<file path="src/rtl/param_step.sv">
// Configurable step unit: adds/subtracts a constant STEP to an operand under a
// start/done handshake, with wrap, saturate and iterated-add modes.
module param_step #(
  parameter int WIDTH = 8,
  parameter int STEP  = 3,
  parameter int REP_W = 4
) (
  input  logic               clk,
  input  logic               rst_n,
  input  logic               start,
  input  logic [1:0]         mode,
  input  logic [REP_W-1:0]   reps,
  input  logic [WIDTH-1:0]   in_data,
  output logic [WIDTH-1:0]   out_data,
  output logic               done,
  output logic               busy,
  output logic               ovf
);

  localparam logic [WIDTH-1:0] STEP_W = WIDTH'(STEP);

  typedef enum logic {
    IDLE = 1'b0,
    RUN  = 1'b1
  } state_t;

  state_t             state_q, state_d;
  logic [WIDTH-1:0]   acc_q, acc_d;
  logic [REP_W-1:0]   cnt_q, cnt_d;
  logic [1:0]         mode_q, mode_d;
  logic               flag_q, flag_d;
  logic [WIDTH-1:0]   out_data_q, out_data_d;
  logic               ovf_q, ovf_d;
  logic               done_q, done_d;
  logic               busy_q, busy_d;

  // The extra top bit carries the carry-out of the add and the borrow of the subtract.
  logic [WIDTH:0]     sum_ext;
  logic [WIDTH:0]     diff_ext;

  assign sum_ext  = {1'b0, acc_q} + {1'b0, STEP_W};
  assign diff_ext = {1'b0, acc_q} - {1'b0, STEP_W};

  always_comb begin
    state_d    = state_q;
    acc_d      = acc_q;
    cnt_d      = cnt_q;
    mode_d     = mode_q;
    flag_d     = flag_q;
    out_data_d = out_data_q;
    ovf_d      = ovf_q;
    done_d     = 1'b0;
    busy_d     = busy_q;

    case (state_q)
      IDLE: begin
        if (start) begin
          acc_d   = in_data;
          mode_d  = mode;
          flag_d  = 1'b0;
          busy_d  = 1'b1;
          cnt_d   = (mode == 2'd3) ? reps : REP_W'(1);
          state_d = RUN;
        end
      end
      RUN: begin
        if (cnt_q != '0) begin
          cnt_d = cnt_q - REP_W'(1);
          case (mode_q)
            2'd1: begin
              acc_d  = diff_ext[WIDTH-1:0];
              flag_d = flag_q | diff_ext[WIDTH];
            end
            2'd2: begin
              if (sum_ext[WIDTH]) begin
                acc_d  = '1;
                flag_d = 1'b1;
              end else begin
                acc_d  = sum_ext[WIDTH-1:0];
              end
            end
            default: begin
              // Modes 0 and 3 share the wrapping add; flag stays sticky over iterations.
              acc_d  = sum_ext[WIDTH-1:0];
              flag_d = flag_q | sum_ext[WIDTH];
            end
          endcase
        end else begin
          out_data_d = acc_q;
          ovf_d      = flag_q;
          done_d     = 1'b1;
          busy_d     = 1'b0;
          state_d    = IDLE;
        end
      end
      default: state_d = IDLE;
    endcase
  end

  always_ff @(posedge clk or negedge rst_n) begin
    if (!rst_n) begin
      state_q    <= IDLE;
      acc_q      <= '0;
      cnt_q      <= '0;
      mode_q     <= '0;
      flag_q     <= 1'b0;
      out_data_q <= '0;
      ovf_q      <= 1'b0;
      done_q     <= 1'b0;
      busy_q     <= 1'b0;
    end else begin
      state_q    <= state_d;
      acc_q      <= acc_d;
      cnt_q      <= cnt_d;
      mode_q     <= mode_d;
      flag_q     <= flag_d;
      out_data_q <= out_data_d;
      ovf_q      <= ovf_d;
      done_q     <= done_d;
      busy_q     <= busy_d;
    end
  end

  assign out_data = out_data_q;
  assign ovf      = ovf_q;
  assign done     = done_q;
  assign busy     = busy_q;

endmodule

</file>
<file path="config.mk">
export PLATFORM = sky130hd
export DESIGN_NAME = param_step
export DESIGN_NICKNAME = d
export VERILOG_FILES = /design/src/rtl/param_step.sv
export SDC_FILE = /design/constraint.sdc
export NUM_CORES = 1
export LEC_CHECK = 0
export BUFFER_PORTS_ARGS = -buffer_cell sky130_fd_sc_hd__buf_2
export CORE_AREA = 2 2 73 75
export DETAILED_ROUTE_END_ITERATION = 10
export DIE_AREA = 0 0 75 77
export HOLD_SLACK_MARGIN = 0.03
export PLACE_DENSITY = 0.53
export SETUP_SLACK_MARGIN = 0.02
export SKIP_LAST_GASP = 1
export SYNTH_ARGS = -nofsm -noshare
export SYNTH_HDL_FRONTEND = slang
export SYNTH_SLANG_ARGS = --single-unit
</file>
<file path="constraint.sdc">
create_clock -name clk -period 3.5 [get_ports clk]
set_input_delay 0.525 -clock clk [delete_from_list [all_inputs] [get_ports clk]]
set_output_delay 0.525 -clock clk [all_outputs]
set_load 0.01 [all_outputs]
</file>
==> Yosys cells after proc, flatten, opt, wreduce, memory -nomap -nowiden <==
Index checks and enable logic that the tools add are counted.
{ "totals": {"reg_bits": 27, "inputBits": 17} }
{ "classes": {"n_addsub": 3, "eq_ne": 7, "n_mux": 22, "bitwise": 4, "n_reduce_logical": 6} }
{ "ops": {"columns": ["op", "n"], "rows": [
  ["8-bit one-hot mux with 2 select lines", 2],
  ["8-bit 2-to-1 mux", 3],
  ["4-bit 2-to-1 mux", 3],
  ["8-bit by 2-bit adder with 9-bit output, second input constant", 1],
  ["1-bit 2-to-1 mux", 9],
  ["8-bit by 2-bit subtractor with 9-bit output, second input constant", 1],
  ["1-bit one-hot mux with 2 select lines", 4],
  ["4-bit one-hot mux with 2 select lines", 1],
  ["2-bit AND reduction", 4],
  ["2-bit == test, second input constant", 2],
  ["2-bit != test, second input constant", 2],
  ["4-bit nonzero test", 1],
  ["4-bit by 1-bit subtractor with 4-bit output, second input constant", 1],
  ["3-bit != test, second input constant", 1],
  ["3-bit AND reduction", 1],
  ["2-bit by 1-bit == test with 1-bit output, second input constant", 1],
  ["2-bit by 1-bit != test with 1-bit output, second input constant", 1],
  ["1-bit NOT", 2],
  ["1-bit bitwise OR", 2]
]} }

==> Depth between registers and ports, before layout <==
{ "logic_depth": {"word_depth": 5, "mapped_depth": 9} }

==> Least setup slack after synthesis <==
Ideal clock, no wire load.
{ "synth_path": {"path_type": "flip-flop to flip-flop", "from": "reg mode_q[0]", "to": "reg acc_q[4]", "t_arrival_ps": 1668, "path_slack_ps": 1714, "stages_incl_launch_ff": 9, "path_buffers": 1, "cell_sequence": "dfrtp_1 inv_1 ha_1 buf_2 or2_2 a22o_1 o21ai_0 a31oi_1 a21o_1"} }
{ "synth_between": {"elab_chain_cells": 4, "elab_cells_between_ends": 5} }
{ "synth_lines": {"columns": ["element", "line", "text"], "rows": [
  ["start: declaration", "30", "logic [1:0] mode_q, mode_d;"],
  ["start signal: assignment", "115", "mode_q <= mode_d;"],
  ["2-bit == test / 2-bit by 1-bit == test with 1-bit output (equally long branches)", "69", "case (mode_q)"],
  ["8-bit one-hot mux with 2 select lines *", "69", null],
  ["8-bit 2-to-1 mux *", "67", "if (cnt_q != '0) begin"],
  ["8-bit one-hot mux with 2 select lines *", "55", "case (state_q)"],
  ["end signal: assignment", "103", "acc_q <= '0;"],
  ["end signal: assignment", "113", "acc_q <= acc_d;"],
  ["end: declaration", "28", "logic [WIDTH-1:0] acc_q, acc_d;"]
]} }
Every way passes the cells marked *; elsewhere a longest branch is shown, timed or not. The select of a mux whose other input is x is not followed.
A chain may end at the register's enable or synchronous reset.

==> Worst setup path after layout <==
{ "layout_path": {"from": "reg state_q", "to": "reg acc_q[4]"} }
{ "layout_between": {"elab_chain_cells": 3, "elab_cells_between_ends": 5} }
{ "layout_lines": {"columns": ["element", "line", "text"], "rows": [
  ["start: declaration", "27", "state_t state_q, state_d;"],
  ["start signal: assignment", "112", "state_q <= state_d;"],
  ["1-bit NOT (no source line)", null, null],
  ["2-bit != test (no source line)", null, null],
  ["2-bit AND reduction (no source line)", null, null]
]} }
Several ways; a longest one is shown, not always the timed one.

==> impl_metrics.toml <==
[timing]
finalCritPeriodShare = 0.622
rsz0062_at_grt = "no"
slew_violations = 0
fin_skew_ns = 0.00493
fmax_mhz = 459
hold_slack_ns = 0.253
worstMarginPinSlew_ns = 0.622
slew_headroom = 0.586
hold_viol = 0
min_period_ns = 2.18
final-setup-viol-count = 0
setup_tns_ns = 0

[clock_tree]
htreeDepth = 1
root_buffer = "clkbuf_8"
cts_tree = "built"
cts_buffer_depth = 2
cts_buffers = 3
holdBufCountCts = 0
post_cts_buffers = 0
clk_pin_slew_worst_paths_ns = 0.09
insertion_delay_ns = 0.27
cts_resized = 0
cts.sinks = 27

[floorplan]
coreArea_sq_um = 4980
die_w_microns = 75
dieArea_sq_um = 5780
io_pins = 28
std_cell_rows = 26
die_h_microns = 77
start_util = 0.340

[synthesis]
synthDistinctLibCells = 52
synth_area_sq_um = 1690
async_reset_ff_frac = 1.00
ys_seq_area_frac = 0.400
syn_avg_cell_area_sq_um = 9.66
synth_cells = 175
synth_edf_count = 0
synthFlopType = "dfrtp_1"
yosysWarnings = 0
synth_nets = 197
synth_seq_cells = 27

[grt]
track_usage = 0.150
grt_overflow = 0
grt_pass1_wl_mm = 6.65
grt_pass1_vias = 1310
grt_max_degree = 28
antenna_found_initial = 0

[setup_path]
critical_path.max_fanout = 19
crit_type = "reg2reg"
worstPathArrival_ns = 2.35
cp.required_ns = 3.67
startpoint_type = "register"
crit_path_end_kind = "register"
crit_path_cell_trace = "and4bb_4 > or2_1 > inv_2 > o21ai_0 > a31oi_1 > a21o_1"
slowest_stage = "dfrtp_1"
critPathMaxStageDelay_ns = 0.73

[placed_design]
hpwl_mm = 3.04
port_buffers = 27
gp_congestion = 0.836

[min_path]
min_path_type = "in2async"

[pwr]
power-per-cell-area_nw_per_um2 = 1030
p_leak_nw = 0.845
ir_drop_v = 0.000368

[drt]
drc = 0
via_count = 1409
antenna_left = 0
first_pass_iters = 4
drt_iter0_drc = 138
wl_per_cell_microns = 15.8
drt_wl_total_mm = 4.17
vias_per_cell = 5.34

[outcome]
status = "completed"

[flow_run]
maxCapViolations = 0

[final_layout]
nets = 217
antennaDiodeCount = 0
areaGrowthSynthToFinish_pct = 11.6
drive_above_1_share = 0.242
==> cell families (layout without fill, tap and decap cells) <==
group	Yosys count	count (layout)	share of synthesized area
AOI/OAI and AO/OA	51	51	0.216
muxes	13	13	0.0866
buffers and inverters	23	42	0.0666
DFF	27	27	0.400
and+or+nand+nor	51	51	0.168
adders and majority gates	5	5	0.0370
xor gates and xnor gates	5	5	0.0259
==> cell usage after synthesis, types with 3 or more instances <==
master | count | area [sq um]
nor2_1 | 8 | 30.0
nand2_1 | 17 | 63.8
o21ai_0 | 12 | 60.1
dfrtp_1 | 27 | 676
mux2_2 | 9 | 101
inv_1 | 10 | 37.5
ha_1 | 5 | 62.6
mux2i_1 | 3 | 30.0
buf_2 | 6 | 30.0
a31oi_1 | 3 | 18.8
nor2b_1 | 6 | 37.5
a21oi_1 | 7 | 35.0
clkbuf_1 | 3 | 11.3
nor3_1 | 3 | 15.0
xnor2_1 | 3 | 26.3
o22ai_1 | 6 | 37.5
==> sequential cells by signal, indices dropped and copies added (netlist names) <==
signal,flops
acc_q,8
busy,1
cnt_q,4
done,1
flag_q,1
mode_q,2
out_data,8
ovf,1
state_q,1
==> placed cells by master, fill, tap and decap left out, types with 2 or more instances in the layout <==
master	netlist	final
nor3_1	3	3
and4b_1	2	2
nand2_1	17	17
and3_1	2	2
mux2i_1	3	3
a21oi_1	7	7
a31oi_1	3	3
nand2b_1	2	2
a22o_1	2	2
a211oi_1	2	2
ha_1	5	5
nor2b_1	6	6
a21o_1	2	2
buf_2	6	27
a221o_1	2	2
mux2_2	9	9
o22ai_1	6	6
a22oi_1	2	2
xor2_1	2	2
inv_1	10	10
dfrtp_1	27	27
o221ai_1	2	2
o21ai_0	12	12
nor2_1	8	8
xnor2_1	3	3
clkbuf_8	0	3
==> through the flow <==
step	utilization	cell area, sq um	setup slack [ns]	power [mW]	std cells
after detailed placement	0.370	1840	1.39	1.76	260
after CTS	0.379	1890	1.36	1.95	264
after global routing	0.379	1890	1.19	2.12	264
final	0.379	1890	1.32	1.95	264
after global placement	0.370	1840	1.44	1.78	260
after floorplan	-	1690	1.71	1.52	175
==> critical path, delay by kind of cell, from the launching register on <==
kind,cells,cell delay (ns)
buffers and inverters,1,0.15
and+or+nand+nor,2,0.82
DFF,1,0.73
AOI/OAI and AO/OA,3,0.36
==> final cells by class <==
class / count / area [sq um]
flip-flops and latches: 27 / 676
clock buffers: 4 / 45.0
well taps: 70 / 87.6
fillers: 515 / 3090
inverters: 11 / 41.3
repair buffers: 27 / 135
multi-input cells: 125 / 902
==> final timing paths <==
check | from | end | slack [ns] | cells past startpoint
max in group asynchronous | rst_n | out_data[5]$_DFFE_PN0P_ | 2.84 | 1
worst min-delay path | rst_n | acc_q[7]$_DFFE_PN0P_ | 0.25 | 1
worst max register to register | state_q$_DFF_PN0_ | acc_q[4]$_DFFE_PN0P_ | 1.32 | 6
worst min register to register | out_data[0]$_DFFE_PN0P_ | out_data[0]$_DFFE_PN0P_ | 0.51 | 1
worst max-delay path | state_q$_DFF_PN0_ | acc_q[4]$_DFFE_PN0P_ | 1.32 | 6
min in group clk | mode[1] | mode_q[1]$_DFFE_PN0P_ | 0.46 | 3
==> power breakdown <==
group | switching [mW] | internal [mW]
Combinational | 0.573 | 0.505
Sequential | 0.224 | 0.470
Clock | 0.0972 | 0.0816
==> layer usage <==
metal	wire [microns]	global-route usage
met1	1900	0.209
met2	1970	0.232
met3	231	0.0329
met4	72	0.0429
met5	0	0
No activity file was read; power rests on OpenSTA's default activity.
